[src/rtl/ervp_onehot_sequence_decoder_pkg.sv]
// Shared constants, helpers and step classes
// for the one-hot sequence decoder.
package ervp_onehot_sequence_decoder_pkg;

  function automatic int clog2(input int n);
    int r;
    r = 0;
    for (int i = 0; i < 31; i++)
      if ((1 << i) < n) r = i + 1;
    return r;
  endfunction

  // A one-position vector still needs a 1-bit index
  function automatic int calc_iw(input int n);
    return (clog2(n) < 1) ? 1 : clog2(n);
  endfunction

  typedef enum logic [2:0] {
    STEP_FIRST,
    STEP_HOLD,
    STEP_NEXT,
    STEP_WRAP,
    STEP_INIT,
    STEP_BAD
  } step_t;

endpackage

[src/rtl/ervp_onehot_sequence_decoder_if.sv]
// Sample/status bundle between a code source
// and the one-hot sequence decoder.
interface ervp_onehot_sequence_decoder_if
  import ervp_onehot_sequence_decoder_pkg::*;
#(
  parameter int COUNT_LENGTH = 4,
  parameter int WRAP_WIDTH   = 8,
  parameter int IW           = calc_iw(COUNT_LENGTH)
);
  logic                    enable;
  logic                    clear;
  logic                    sample;
  logic [COUNT_LENGTH-1:0] onehot_in;
  logic [IW-1:0]           index;
  logic                    index_valid;
  logic                    is_first;
  logic                    is_last;
  logic                    code_error;
  logic                    step_error;
  logic [WRAP_WIDTH-1:0]   wrap_count;

  modport master (
    output enable, clear, sample, onehot_in,
    input  index, index_valid, is_first, is_last,
    input  code_error, step_error, wrap_count
  );

  modport slave (
    input  enable, clear, sample, onehot_in,
    output index, index_valid, is_first, is_last,
    output code_error, step_error, wrap_count
  );
endinterface

[src/rtl/ervp_onehot_to_binary.sv]
// One-hot to binary position with zero-hot
// and multi-hot detection.
module ervp_onehot_to_binary #(
  parameter int COUNT_LENGTH = 4,
  parameter int IW           = 2
) (
  input  logic [COUNT_LENGTH-1:0] onehot,
  output logic [IW-1:0]           pos,
  output logic                    zero_hot,
  output logic                    multi_hot
);
  logic seen;

  always_comb begin
    pos       = '0;
    seen      = 1'b0;
    multi_hot = 1'b0;
    for (int i = 0; i < COUNT_LENGTH; i++) begin
      if (onehot[i]) begin
        if (seen) multi_hot = 1'b1;
        seen = 1'b1;
        pos  = IW'(i);
      end
    end
    zero_hot = ~seen;
  end
endmodule

[src/rtl/ervp_onehot_sequence_decoder.sv]
// Decodes a stream of one-hot codes, checks the
// step sequence and counts legal wraps.
module ervp_onehot_sequence_decoder
  import ervp_onehot_sequence_decoder_pkg::*;
#(
  parameter int COUNT_LENGTH = 4,
  parameter int UP           = 1,
  parameter int CIRCULAR     = 0,
  parameter int RESET_INDEX  = (UP == 1) ? 0 : COUNT_LENGTH - 1,
  parameter int INIT_INDEX   = RESET_INDEX,
  parameter int WRAP_WIDTH   = 8
) (
  input logic clk,
  input logic rstnn,
  ervp_onehot_sequence_decoder_if.slave bus
);
  localparam int IW = calc_iw(COUNT_LENGTH);

  localparam logic [IW-1:0] FIRST_POS =
    IW'((UP != 0) ? 0 : COUNT_LENGTH - 1);
  localparam logic [IW-1:0] LAST_POS =
    IW'((UP != 0) ? COUNT_LENGTH - 1 : 0);
  localparam logic [IW-1:0] INIT_POS =
    IW'(INIT_INDEX);
  localparam logic [IW-1:0] RESET_POS =
    IW'(RESET_INDEX);

  logic [IW-1:0]         pos;
  logic                  zero_hot;
  logic                  multi_hot;
  logic                  legal;
  logic [IW-1:0]         index_q;
  logic [IW-1:0]         next_pos;
  logic                  valid_q;
  logic                  history_q;
  logic                  code_err_q;
  logic                  step_err_q;
  logic [WRAP_WIDTH-1:0] wrap_q;
  step_t                 step;

  ervp_onehot_to_binary #(
    .COUNT_LENGTH (COUNT_LENGTH),
    .IW           (IW)
  ) u_o2b (
    .onehot    (bus.onehot_in),
    .pos       (pos),
    .zero_hot  (zero_hot),
    .multi_hot (multi_hot)
  );

  assign legal = ~zero_hot & ~multi_hot;

  assign next_pos = (UP != 0) ? index_q + IW'(1)
                              : index_q - IW'(1);

  // Wrap wins over re-init so last->first counts
  // even when the init target is the first slot
  always_comb begin
    step = STEP_FIRST;
    if (history_q) begin
      if (pos == index_q)
        step = STEP_HOLD;
      else if (CIRCULAR != 0 &&
               index_q == LAST_POS &&
               pos == FIRST_POS)
        step = STEP_WRAP;
      else if (index_q != LAST_POS &&
               pos == next_pos)
        step = STEP_NEXT;
      else if (pos == INIT_POS)
        step = STEP_INIT;
      else
        step = STEP_BAD;
    end
  end

  always_ff @(posedge clk or negedge rstnn) begin
    if (!rstnn) begin
      index_q    <= RESET_POS;
      valid_q    <= 1'b0;
      history_q  <= 1'b0;
      code_err_q <= 1'b0;
      step_err_q <= 1'b0;
      wrap_q     <= '0;
    end else begin
      valid_q <= 1'b0;
      if (bus.enable) begin
        if (bus.clear) begin
          index_q    <= INIT_POS;
          history_q  <= 1'b0;
          code_err_q <= 1'b0;
          step_err_q <= 1'b0;
          wrap_q     <= '0;
        end else if (bus.sample) begin
          if (legal) begin
            index_q   <= pos;
            valid_q   <= 1'b1;
            history_q <= 1'b1;
            if (step == STEP_BAD)
              step_err_q <= 1'b1;
            if (step == STEP_WRAP && wrap_q != '1)
              wrap_q <= wrap_q + 1'b1;
          end else begin
            code_err_q <= 1'b1;
          end
        end
      end
    end
  end

  assign bus.index       = index_q;
  assign bus.index_valid = valid_q;
  assign bus.is_first    = (index_q == FIRST_POS);
  assign bus.is_last     = (index_q == LAST_POS);
  assign bus.code_error  = code_err_q;
  assign bus.step_error  = step_err_q;
  assign bus.wrap_count  = wrap_q;
endmodule
[src/flat_wrapper.sv]
// flat-port wrapper written by rule: the top's interface ports become plain ports
module ervp_onehot_sequence_decoder_flat import ervp_onehot_sequence_decoder_pkg::*;
#(
  parameter int COUNT_LENGTH = 4,
  parameter int UP           = 1,
  parameter int CIRCULAR     = 0,
  parameter int RESET_INDEX  = (UP == 1) ? 0 : COUNT_LENGTH - 1,
  parameter int INIT_INDEX   = RESET_INDEX,
  parameter int WRAP_WIDTH   = 8
)
  (clk, rstnn, bus_enable, bus_clear, bus_sample, bus_onehot_in, bus_index, bus_index_valid, bus_is_first, bus_is_last, bus_code_error, bus_step_error, bus_wrap_count);
  ervp_onehot_sequence_decoder_if #(.COUNT_LENGTH(COUNT_LENGTH), .WRAP_WIDTH(WRAP_WIDTH)) bus_i ();
  input logic clk;
  input logic rstnn;
  input wire logic [$bits(bus_i.enable)-1:0] bus_enable;
  input wire logic [$bits(bus_i.clear)-1:0] bus_clear;
  input wire logic [$bits(bus_i.sample)-1:0] bus_sample;
  input wire logic [$bits(bus_i.onehot_in)-1:0] bus_onehot_in;
  output wire logic [$bits(bus_i.index)-1:0] bus_index;
  output wire logic [$bits(bus_i.index_valid)-1:0] bus_index_valid;
  output wire logic [$bits(bus_i.is_first)-1:0] bus_is_first;
  output wire logic [$bits(bus_i.is_last)-1:0] bus_is_last;
  output wire logic [$bits(bus_i.code_error)-1:0] bus_code_error;
  output wire logic [$bits(bus_i.step_error)-1:0] bus_step_error;
  output wire logic [$bits(bus_i.wrap_count)-1:0] bus_wrap_count;
  assign bus_i.enable = bus_enable;
  assign bus_i.clear = bus_clear;
  assign bus_i.sample = bus_sample;
  assign bus_i.onehot_in = bus_onehot_in;
  assign bus_index = bus_i.index;
  assign bus_index_valid = bus_i.index_valid;
  assign bus_is_first = bus_i.is_first;
  assign bus_is_last = bus_i.is_last;
  assign bus_code_error = bus_i.code_error;
  assign bus_step_error = bus_i.step_error;
  assign bus_wrap_count = bus_i.wrap_count;
  ervp_onehot_sequence_decoder #(.COUNT_LENGTH(COUNT_LENGTH), .UP(UP), .CIRCULAR(CIRCULAR), .RESET_INDEX(RESET_INDEX), .INIT_INDEX(INIT_INDEX), .WRAP_WIDTH(WRAP_WIDTH)) u_core (.clk(clk), .rstnn(rstnn), .bus(bus_i));
endmodule
[config.mk]
export PLATFORM = sky130hd
export DESIGN_NAME = ervp_onehot_sequence_decoder_flat
export DESIGN_NICKNAME = d
export VERILOG_FILES = /design/src/rtl/ervp_onehot_sequence_decoder_pkg.sv /design/src/rtl/ervp_onehot_sequence_decoder_if.sv /design/src/rtl/ervp_onehot_to_binary.sv /design/src/rtl/ervp_onehot_sequence_decoder.sv /design/src/flat_wrapper.sv
export SDC_FILE = /design/constraint.sdc
export NUM_CORES = 1
export LEC_CHECK = 0
export CELL_PAD_IN_SITES_DETAIL_PLACEMENT = 0
export CELL_PAD_IN_SITES_GLOBAL_PLACEMENT = 1
export CORE_ASPECT_RATIO = 1.5
export CORE_MARGIN = 4
export CORE_UTILIZATION = 31
export CTS_CLUSTER_SIZE = 40
export DETAILED_ROUTE_END_ITERATION = 6
export PLACE_DENSITY_LB_ADDON = 0.1
export SLEW_MARGIN = 40
export SYNTH_ARGS = -nofsm -noshare
export SYNTH_HDL_FRONTEND = slang
export SYNTH_SLANG_ARGS = --single-unit
[constraint.sdc]
create_clock -name clk -period 1.5 [get_ports clk]
set_input_delay 0.3 -clock clk [delete_from_list [all_inputs] [get_ports clk]]
set_output_delay 0.3 -clock clk [all_outputs]
set_load 0.02 [all_outputs]
==> flow_metrics.tcl <==
set metrics [dict create \
    die_h_um 68.3 \
    syn-mean-instance-area_um2 11.7 \
    die_width_um 48.2 \
    cp_cell_sequence "inv_2, ha_4, and3b_2, a211oi_2, o2111ai_2, o31ai_2" \
    first_pass_iters 3 \
    drt_wl_total_um 1880 \
    synth_cell_type_count 28 \
    drt-wirelength-per-cell_um 14.7 \
    cp.arrival_ps 1740 \
    post_synthesis_cells 64 \
    switching_share_pct 29.4 \
    min_path_type "in -> async" \
    logic_gate_share_of_total_power_pct 35.6 \
    totalNegativeSetupSlack_ps -58.3 \
    fin_nets 117 \
    number_of_buffers_inserted_during_clock_tree_synthesis 3 \
    grt_start_max_net_pins 10 \
    std_cell_rows 21 \
    drv.max_cap_violation_count 0 \
    crit_fanout 3 \
    grt_usage_pct 13.3 \
    cts_num_sinks 14 \
    post_route_cells_drive_above_1_share_pct 44.8 \
    final_hold_viol_count 0 \
    grt_pass1_vias 682 \
    io_pins 24 \
    detailroute.via_count 635 \
    power-per-cell-area_nw_per_um2 876 \
    violations "setup timing" \
    final.setup_skew_ps 3.64 \
    power.sequential.fraction_pct 39.4 \
    sum_of_net_half_perimeters_after_detailed_placement_um 1450 \
    route.antenna.remaining_nets 0 \
    synthesis_stage_register_bit_count 14 \
    ctsHoldBuffers 0 \
    synthArstFlopShare_pct 100 \
    grt_antenna_before_repair 0 \
    postPlaceCellArea_um2 1100 \
    fp.dieArea_um2 3290 \
    post-route-period-util_pct 104 \
    h-tree-depth 1 \
    fill_cells 211 \
    period_minus_slack_ps 1550 \
    post_synth_instance_area_um2 752 \
    cellInternalPower_mw 0.735 \
    clkSlewWorstSetupHoldPaths_ps 80 \
    cts.path.max_buffers 2 \
    critical-path-slowest-cell "sky130_fd_sc_hd__dfrtp_2" \
    fin_ws_ps -54.5 \
    drc 0 \
    synth-edff-count 0 \
    routability_cong 0.761 \
    setup_viol_count_final 2 \
    clock.fmax_mhz 643 \
    clkPwrFrac_pct 25.0 \
    ys_warn_count 0 \
    outcome "finished, violations left" \
    leakagePower_nw 0.596 \
    grt_remaining_overflow 0 \
    initial_utilization_pct 32.9 \
    core_region_area_um2 2290 \
    synth_top_flop_cell "sky130_fd_sc_hd__dfrtp_1" \
    cp-start-kind "register" \
    grt_pass1_wl_um 3000 \
    cp_slowest_stage_delay_ps 420 \
    drt_iter0_markers 7 \
    setup.worst_path.class "reg -> reg" \
    crit_path_end_kind "register" \
    postSynthNetCount 75 \
    total_switching_power_mw 0.306 \
    clock_insertion_delay_worst_skew_ps 270 \
    tritoncts "yes" \
    drt-vias-per-instance 4.96 \
    ir_worst_vdd_mv 0.642 \
    stdcell_area_um2 1190 \
    cts-root-buf "sky130_fd_sc_hd__clkbuf_4" \
    area_growth_pct 58.1 \
    crit_required_ps 1690 \
    synth_seq_area_share_pct 46.6 \
    slew_of_the_pin_with_the_lowest_slew_margin_ps 285 \
    rsz0062_at_grt "yes" \
    design_power_total_mw 1.04 \
    diodes 0 \
    drv_slew 0 \
    port_buffers 23 \
    timing.max_slew.rel_slack_pct 81.0 \
]
-- flip-flops by register name (all words and copies together) (netlist names) --
name,flops
u_core.bus.index_valid,1
u_core.history_q,1
u_core.bus.step_error,1
u_core.bus.code_error,1
u_core.bus.index,2
u_core.bus.wrap_count,8
-- power by group through the flow --
| stage | clock [mW] | combinational, mW | sequential [mW] |
|---|---|---|---|
| after floorplan | 0 | 0.160 | 0.447 |
| after CTS | 0.273 | 0.366 | 0.413 |
| after global routing | 0.296 | 0.400 | 0.413 |
| after detailed placement | 0 | 0.339 | 0.423 |
| final | 0.260 | 0.370 | 0.411 |
| after global placement | 0 | 0.332 | 0.423 |
-- cell usage in the layout, fill, tap and decap left out, types with 2 or more instances in the layout --
master,instances
sky130_fd_sc_hd__and2_1,9
sky130_fd_sc_hd__nor2b_1,2
sky130_fd_sc_hd__or4b_4,2
sky130_fd_sc_hd__clkdlybuf4s50_1,4
sky130_fd_sc_hd__dfrtp_1,12
sky130_fd_sc_hd__o2111ai_1,2
sky130_fd_sc_hd__buf_4,16
sky130_fd_sc_hd__buf_6,3
sky130_fd_sc_hd__nand2_1,2
sky130_fd_sc_hd__dlygate4sd2_1,14
sky130_fd_sc_hd__nand2b_1,4
sky130_fd_sc_hd__dfrtp_2,2
sky130_fd_sc_hd__a21oi_1,3
sky130_fd_sc_hd__clkbuf_4,3
sky130_fd_sc_hd__inv_2,2
-- Yosys cell counts, types with 2 or more instances --
cell type / instances / share of area [%]
sky130_fd_sc_hd__ha_1: 2 / 3.3
sky130_fd_sc_hd__o2111ai_1: 3 / 3.5
sky130_fd_sc_hd__nand2b_1: 4 / 3.3
sky130_fd_sc_hd__buf_6: 2 / 3.0
sky130_fd_sc_hd__dfrtp_1: 14 / 47
sky130_fd_sc_hd__clkbuf_1: 2 / 1.0
sky130_fd_sc_hd__and2_1: 10 / 8.3
sky130_fd_sc_hd__o311ai_1: 2 / 2.3
sky130_fd_sc_hd__a21oi_1: 3 / 2.0
sky130_fd_sc_hd__nand2_1: 2 / 1.0
sky130_fd_sc_hd__nor2b_1: 2 / 1.7
sky130_fd_sc_hd__inv_1: 2 / 1.0
-- layout make-up --
type / instances / area, um2 / share of cell area (%)
clock buffer: 4 / 36.3 / 3.05
timing repair buffer: 41 / 348 / 29.3
sequential: 14 / 353 / 29.7
tap: 23 / 28.8 / 2.42
inverter: 2 / 7.51 / 0.632
multi-input combinational: 44 / 415 / 34.9
-- worst max-delay path, delay by kind of cell, from the launching register on --
kind / cells / cell delay, ps
AND/OR/NAND/NOR: 1 / 210
AO/OA/AOI/OAI: 3 / 540
buffers and inverters: 1 / 90
flip-flops: 1 / 420
adder cells (fa/ha/maj): 1 / 210
-- metrics by stage --
step / utilization (%) / hold slack [ps] / std cells / setup WS (ps)
finish: 52.0 / 258 / 128 / -54.5
global route: 52.0 / 252 / 128 / -135
CTS: 51.7 / 254 / 127 / -120
detailed placement: 48.1 / 473 / 119 / -551
global placement: 48.1 / 468 / 119 / -489
floorplan: - / 4.41 / 64 / -73.1
-- path summary, 6_finish.rpt --
path / from / end / slack [ps] / cells past startpoint
min in group clk: u_core.bus.wrap_count[5] / u_core.bus.wrap_count[5] / 480 / 1
worst max-delay path: u_core.bus.index[1] / u_core.bus.step_error / -50 / 6
max in group asynchronous: rstnn / u_core.bus.wrap_count[6] / 830 / 2
worst max register to register: u_core.bus.index[1] / u_core.bus.step_error / -50 / 6
worst min-delay path: rstnn / u_core.bus.index[0] / 260 / 1
worst min register to register: u_core.bus.wrap_count[5] / u_core.bus.wrap_count[5] / 480 / 1
-- what timing repair did --
| item | CTS | global route |
|---|---|---|
| buffers inserted | 4 | 1 |
| cloned | 0 | 0 |
| setup endpoints to repair | 21 | 6 |
| resized for setup | 35 | 6 |
| endpoints found under the hold margin | 0 | 0 |
| pin swaps | 6 | 2 |
-- per-layer routing --
layer  vias up  wire [um]  track usage (%)
li1        309          -                -
met1       306        734             13.2
met2        16       1020             22.9
met3         4         96             3.42
met4         0         30             8.75
met5         -          0                0
-- cells by family (layout without fill, tap and decap cells) --
| logic type | count (synthesis) | in the layout | synth area share, % |
|---|---|---|---|
| AOI/OAI and AO/OA | 14 | 14 | 18.1 |
| xor gates and xnor gates | 2 | 2 | 3.33 |
| adders and majority gates | 2 | 2 | 3.33 |
| buffers and inverters | 6 | 47 | 4.99 |
| DFF | 14 | 14 | 46.6 |
| and+or+nand+nor | 26 | 26 | 23.6 |
Power figures use the tool's default switching activity.
